`config.mk`:
```
export PLATFORM = sky130hd
export DESIGN_NAME = binary_to_bcd_seq
export DESIGN_NICKNAME = d
export VERILOG_FILES = /design/src/rtl/binary_to_bcd_seq_pkg.sv /design/src/rtl/bcd_digit_adjust.sv /design/src/rtl/binary_to_bcd_seq.sv
export SDC_FILE = /design/constraint.sdc
export NUM_CORES = 1
export LEC_CHECK = 0
export BUFFER_PORTS_ARGS = -buffer_cell sky130_fd_sc_hd__buf_2
export CAP_MARGIN = 20
export CORE_MARGIN = 4
export CORE_UTILIZATION = 45
export DETAILED_ROUTE_END_ITERATION = 10
export GPL_TIMING_DRIVEN = 0
export PLACE_DENSITY = 0.64
export SYNTH_ARGS = -nofsm -noshare
export SYNTH_HDL_FRONTEND = slang
export SYNTH_HIERARCHICAL = 1
export SYNTH_SLANG_ARGS = --single-unit
```
`constraint.sdc`:
```
create_clock -name clk -period 1.4 [get_ports clk]
set_input_delay 0.21 -clock clk [delete_from_list [all_inputs] [get_ports clk]]
set_output_delay 0.21 -clock clk [all_outputs]
set_load 0.05 [all_outputs]
```
`src/rtl/binary_to_bcd_seq_pkg.sv`:
```
// Shared types and constants for the sequential binary-to-BCD converter.
package binary_to_bcd_seq_pkg;

  typedef enum logic [1:0] {
    IDLE  = 2'd0,
    SHIFT = 2'd1,
    DONE  = 2'd2
  } state_e;

  localparam int unsigned DIGIT_W    = 4;
  localparam int unsigned ADJ_THRESH = 5;

endpackage

```
`src/rtl/bcd_digit_adjust.sv`:
```
// Double-dabble correction for one BCD digit: add 3 when the digit is 5 or more.
module bcd_digit_adjust
  import binary_to_bcd_seq_pkg::*;
(
  input  logic [DIGIT_W-1:0] digit_i,
  output logic [DIGIT_W-1:0] digit_o
);

  assign digit_o = (digit_i >= DIGIT_W'(ADJ_THRESH)) ? digit_i + DIGIT_W'(3) : digit_i;

endmodule

```
`src/rtl/binary_to_bcd_seq.sv`:
```
// Multi-cycle shift-and-add-3 binary to packed-BCD converter, one bit per clock.
module binary_to_bcd_seq
  import binary_to_bcd_seq_pkg::*;
#(
  parameter int unsigned WIDTH  = 10,
  parameter int unsigned DIGITS = 4
) (
  input  logic                       clk,
  input  logic                       rst,
  input  logic                       start,
  input  logic [WIDTH-1:0]           value,
  output logic                       busy,
  output logic                       done,
  output logic [DIGIT_W*DIGITS-1:0]  bcd,
  output logic                       overflow
);

  localparam int unsigned BCD_W = DIGIT_W * DIGITS;
  localparam int unsigned CNT_W = $clog2(WIDTH + 1);
  localparam logic [BCD_W-1:0] NINES = {DIGITS{4'h9}};

  state_e            state_q, state_d;
  logic [BCD_W-1:0]  scratch_q, scratch_d;
  logic [BCD_W-1:0]  scratch_adj;
  logic [WIDTH-1:0]  opnd_q, opnd_d;
  logic [CNT_W-1:0]  cnt_q, cnt_d;
  logic              ovf_q, ovf_d;
  logic              busy_q, busy_d;
  logic              done_q, done_d;
  logic [BCD_W-1:0]  bcd_q, bcd_d;
  logic              overflow_q, overflow_d;

  // Per-digit correction applied before each shift.
  for (genvar g = 0; g < DIGITS; g++) begin : g_adj
    bcd_digit_adjust u_adj (
      .digit_i (scratch_q[g*DIGIT_W +: DIGIT_W]),
      .digit_o (scratch_adj[g*DIGIT_W +: DIGIT_W])
    );
  end

  always_ff @(posedge clk) begin
    if (rst) begin
      state_q    <= IDLE;
      scratch_q  <= '0;
      opnd_q     <= '0;
      cnt_q      <= '0;
      ovf_q      <= 1'b0;
      busy_q     <= 1'b0;
      done_q     <= 1'b0;
      bcd_q      <= '0;
      overflow_q <= 1'b0;
    end else begin
      state_q    <= state_d;
      scratch_q  <= scratch_d;
      opnd_q     <= opnd_d;
      cnt_q      <= cnt_d;
      ovf_q      <= ovf_d;
      busy_q     <= busy_d;
      done_q     <= done_d;
      bcd_q      <= bcd_d;
      overflow_q <= overflow_d;
    end
  end

  always_comb begin
    state_d    = state_q;
    scratch_d  = scratch_q;
    opnd_d     = opnd_q;
    cnt_d      = cnt_q;
    ovf_d      = ovf_q;
    busy_d     = busy_q;
    done_d     = 1'b0;
    bcd_d      = bcd_q;
    overflow_d = overflow_q;

    case (state_q)
      IDLE: begin
        if (start) begin
          opnd_d    = value;
          scratch_d = '0;
          ovf_d     = 1'b0;
          cnt_d     = CNT_W'(WIDTH);
          busy_d    = 1'b1;
          state_d   = SHIFT;
        end
      end
      SHIFT: begin
        // Any bit leaving the top digit means the result needs more digits.
        scratch_d = {scratch_adj[BCD_W-2:0], opnd_q[WIDTH-1]};
        opnd_d    = opnd_q << 1;
        ovf_d     = ovf_q | scratch_adj[BCD_W-1];
        cnt_d     = cnt_q - CNT_W'(1);
        if (cnt_q == CNT_W'(1)) begin
          state_d = DONE;
        end
      end
      DONE: begin
        bcd_d      = ovf_q ? NINES : scratch_q;
        overflow_d = ovf_q;
        done_d     = 1'b1;
        busy_d     = 1'b0;
        state_d    = IDLE;
      end
      default: begin
        busy_d  = 1'b0;
        state_d = IDLE;
      end
    endcase
  end

  assign busy     = busy_q;
  assign done     = done_q;
  assign bcd      = bcd_q;
  assign overflow = overflow_q;

endmodule

```
### Word-level counts from Yosys, hierarchy flattened

Cells that the tools add are included.

| word-level totals | value |
|---|---|
| logic and storage cells | 49 |
| output and inout port bits | 19 |
| input bits | 13 |
| bits in registers | 52 |

| operators by class | value |
|---|---|
| magnitude comparators | 4 |
| reductions and logical operators | 5 |
| equality and inequality tests | 5 |
| add/sub/neg operators | 5 |
| multiplexer cells | 19 |
| bitwise logic cells | 2 |

Operators by type and width:

| cell | number |
|---|---|
| $mux W16 | 2 |
| $pmux W16 S2 | 1 |
| $mux W4 | 5 |
| $pmux W10 S2 | 1 |
| $add A4 B2 Y4 const B | 4 |
| $ge A4 B3 Y1 const B | 4 |
| $mux W10 | 1 |
| $pmux W4 S2 | 1 |
| $reduce_and A2 Y1 | 3 |
| $eq A4 B1 Y1 const B | 1 |
| $mux W2 | 2 |
| $ne A2 B2 Y1 const B | 2 |
| $pmux W1 S2 | 2 |
| $pmux W2 S2 | 1 |
| $sub A4 B1 Y4 const B | 1 |
| $mux W1 | 3 |
| $eq A2 B1 Y1 const B | 1 |
| $eq A2 B2 Y1 const B | 1 |
| $logic_not A2 Y1 | 1 |
| $reduce_bool A2 Y1 | 1 |
| $not A1 Y1 | 1 |
| $or A1 B1 Y1 | 1 |

### Logic depth before layout (Yosys ltp)

| logic depth | value |
|---|---|
| depth in word-level cells | 4 |
| gate-level depth with buffers | 8 |
| depth with buffers taken out | 8 |

### Hierarchy

Netlist, hierarchy kept.

By module, submodules not included:

| module | cells each | instances | area an instance (um^2) | sequential area each (um^2) |
|---|---|---|---|---|
| binary_to_bcd_seq | 231 | 1 | 2069.5 | 1041.0 |
| bcd_digit_adjust | 16 | 4 | 101.3 | 0.0 |

### Worst setup path after synthesis

Ideal clock, no wire load.

| path | value |
|---|---|
| path type | reg2reg |
| start point | reg scratch_q[9] |
| end point | reg scratch_q[10] |
| setup time | 0.128 ns |
| period minus slack after synthesis | 1.305 ns |
| path buffers | 0 |
| data required time | 1.272 ns |
| slack | 0.095 ns |
| data arrival time | 1.178 ns |
| cell stages (with the launch flop) | 8 |
| cells stage by stage | dfxtp_1 -> inv_1 -> ha_1 -> nand2b_1 -> a21oi_2 -> mux2i_1 -> a22oi_1 -> nor2_1 |

| on the way | value |
|---|---|
| longest elaborated chain between the ends | 3 |
| elaborated cells on any way between the ends | 4 |
| classes of those cells | add/sub (1); order compare (1); mux (2) |

Ends and longest elaborated chain:

| what | RTL line | text |
|---|---|---|
| start, declared | binary_to_bcd_seq.sv:23 | `logic [BCD_W-1:0] scratch_q, scratch_d;` |
| start signal, assigned | binary_to_bcd_seq.sv:54 | `scratch_q <= scratch_d;` |
| $add A4 B2 Y4 or $ge A4 B3 Y1 (tied branches) | bcd_digit_adjust.sv:9 | `assign digit_o = (digit_i >= DIGIT_W'(ADJ_THRESH)) ? digit_i + DIGIT_W'(3) : digit_i;` |
| $mux W4 (*) | bcd_digit_adjust.sv:9 |  |
| net scratch_adj[9] | binary_to_bcd_seq.sv:24 | `logic [BCD_W-1:0] scratch_adj;` |
| $pmux W16 S2 (*) | binary_to_bcd_seq.sv:76 | `case (state_q)` |

The timed path passes the listed nets; every way through them passes the cells marked *.
A chain may end at the register's enable or synchronous reset.

### Worst setup path after layout

| path | value |
|---|---|
| start point | reg scratch_q[5] |
| end point | reg scratch_q[6] |

The elaborated chain is that of the path after synthesis.

==> implementation parameters <==
Parameter                              Value

Run status
  Result of the run    finished, final reports clean

CTS
  H-tree levels    2
  Clock transition time at the flip-flop clock pins of the worst setup and hold paths    0.09 ns
  Clock Latency Late Sink    0.31 ns
  Number of hold buffers added after CTS    0
  Total clock sinks    52
  CTS Buf Count    5
  Maximum clock path buffer count    2
  Clock tree root buffer cell    clkbuf_8
  Clock tree from TritonCTS    done

Power
  Leakage    1.31 nW
  Total power per unit cell area    996 nW/um^2
  Maximum resistive drop on vdd    0.000454 V

Synthesis
  Number of warnings issued by yosys    6
  Post-synthesis area per instance    8.39 um^2
  Asr flop ratio synth    0%
  Register bit total from synthesis    52
  Net count after synthesis    318
  Proportion of synthesized chip area in sequential cells    42.1%
  Number of enable flip-flop cells after synthesis    0
  Post-Syn Area    2470 um^2
  Cell count after synthesis    295
  Top flip-flop cell by instance count after synthesis    dfxtp_1
  Count of distinct cell types in the synthesized netlist    34

Floorplan
  Number of rows created at floorplan    26
  # IOs    32
  Total die area    6750 um^2
  Horizontal extent of the die    82.2 um
  Starting density of the core    47.5%
  Floorplan core area    5200 um^2
  Die Span Y    82.2 um

Routing
  DRC Markers    0
  Per-cell via count in the routed design    5.19
  Total detailed-routing wirelength    5740 um
  Number of DRC markers after the initial detailed-route iteration    92
  Wire length per cell after detailed routing    13.9 um
  Number of nets still failing antenna checks after routing    0
  Number of vias after detailed routing    2137
  TritonRoute pass-1 iters    4

STA
  Total negative setup slack    0 ns
  Final-report max-slew violation count    0
  Final hold vios    0
  RSZ-0062 raised after global routing    yes
  Worst slew margin    64.6%
  Maximum clock frequency    0.741 GHz
  Final-layout worst hold slack    0.121 ns
  Clk_skew    0.00759 ns
  Final Cycle Share    96.4%
  Final setup violation count    0
  Tmin final    1.35 ns
  Slew at the pin with the worst max-slew slack    0.531 ns

Worst hold path
  Kind of path behind the tightest hold check    primary input to flip-flop

Setup path
  Category of the critical setup timing path    flip-flop to flip-flop
  Crit path max fanout    4
  Required time of the critical path    1.64 ns
  Type of origin of the critical path    flip-flop
  Kind of end point of the critical path    flip-flop
  Slack of the worst reg-to-reg path    0.05 ns
  Worst Path Arrival    1.59 ns

Placed design
  HPWL after detailed placement    3900 um
  Buffers on Ports    29
  Routability congestion estimate    0.745

Global route
  Vias in the first global route    1993
  Number of antenna violations at the first check in global routing    0
  Tot GR Track Use    17.7%
  Largest net degree at the start of global routing    16
  Overflow left after global routing    0
  First-pass GRT wire length    9250 um

Final layout
  Nets@finish    364
  Final core utilization    59.5%
  Share of cells above drive strength 1    30.1%
  Most common cell after layout, fill and taps aside    dfxtp_1
  Commonest cells after routing, fill and taps aside    44 x dfxtp_1, 37 x buf_2, 35 x nor2_1, 33 x nand2_1, 23 x a21oi_1
  Syn-to-layout area delta    25.2%
  Antenna Cells    0

Flow run
  Max Cap Violations    0
cells by family after synthesis:
| family | synth area share [%] |
|---|---|
| multiplexers | 2.02 |
| XOR/XNOR | 1.42 |
| flip-flops | 42.1 |
| AND/OR/NAND/NOR | 22.7 |
| buffers and inverters | 6.88 |
| AO/OA/AOI/OAI | 19.9 |
| adder cells (fa/ha/maj) | 5.06 |
worst max-delay path, stage by stage, from the launching register on:
cell and delay (ns):
dfxtp_4 0.39, inv_4 0.05, ha_4 0.15, nand2b_4 0.15, a21oi_4 0.19, mux2i_1 0.20, a22oi_1 0.08, nor2_1 0.09
state kept, by name, indices dropped and copies added, names as in the netlist:
| signal | count |
|---|---|
| overflow | 1 |
| opnd_q | 10 |
| ovf_q | 1 |
| scratch_q | 16 |
| busy | 1 |
| done | 1 |
| state_q | 2 |
| cnt_q | 4 |
| bcd | 16 |
final timing paths:
path	cells after the start	startpoint	endpoint
hold / removal	2	value[0]	opnd_q[0]
setup reg to reg	7	scratch_q[5]	scratch_q[6]
hold reg to reg	2	bcd[6]	bcd[6]
setup / recovery	7	scratch_q[5]	scratch_q[6]
metrics by stage:
step	power, mW	setup WS (ns)	instances	instance area [um^2]
floorplan	1.88	0.0946	295	2470
global placement	1.97	-0.0427	394	2710
detailed placement	1.98	-0.0799	394	2710
CTS	3.09	0.00268	404	2860
global route	3.20	-0.0451	412	3100
finish	3.09	0.0499	412	3100
routing by layer:
layer | vias to the layer above | global-route usage, % | share of wire [%]
li1 | 1102 | - | -
met1 | 1000 | 23.8 | 49
met2 | 29 | 28.6 | 47
met3 | 6 | 3.69 | 2.7
met4 | 0 | 5.48 | 1.2
met5 | - | 0 | 0
report_power, final:
part           internal [mW]  switching [mW]  leakage [nW]
combinational          0.148           0.230         0.815
sequential              1.53          0.0453         0.428
clock                  0.631           0.503        0.0645
total                   2.31           0.778          1.31
repair_timing:
item | in CTS | in global routing
setup endpoints to repair | 10 | 15
endpoints found under the hold margin | 0 | 0
pin swaps | 4 | 13
setup buffers | 2 | 8
gates resized for setup | 9 | 43
synthesized netlist by cell type, types with 8 or more instances:
master    instances  share of area (%)
a22oi_1           8                2.4
inv_1            17                2.6
o21ai_0           8                1.6
nor2_1           35                5.3
ha_1             10                5.1
buf_2            10                2.0
nand2b_1         11                2.8
nor3_1           19                3.8
a22o_1           11                3.9
nand2_1          33                5.0
dfxtp_1          52                 42
nand3b_1          8                2.4
a21oi_1          23                4.7
layout make-up:
cell class                      instances  area [um^2]
Inverter                               17         71.3
Clock inverter                          1         30.0
Sequential cell                        52         1060
Buffer                                 20          114
Clock buffer                            7         96.3
Fill cell                             485         2110
Multi-Input combinational cell        206         1420
Tap cell                               70         87.6
Timing Repair Buffer                   39          220
Power figures use the tool's default switching activity.
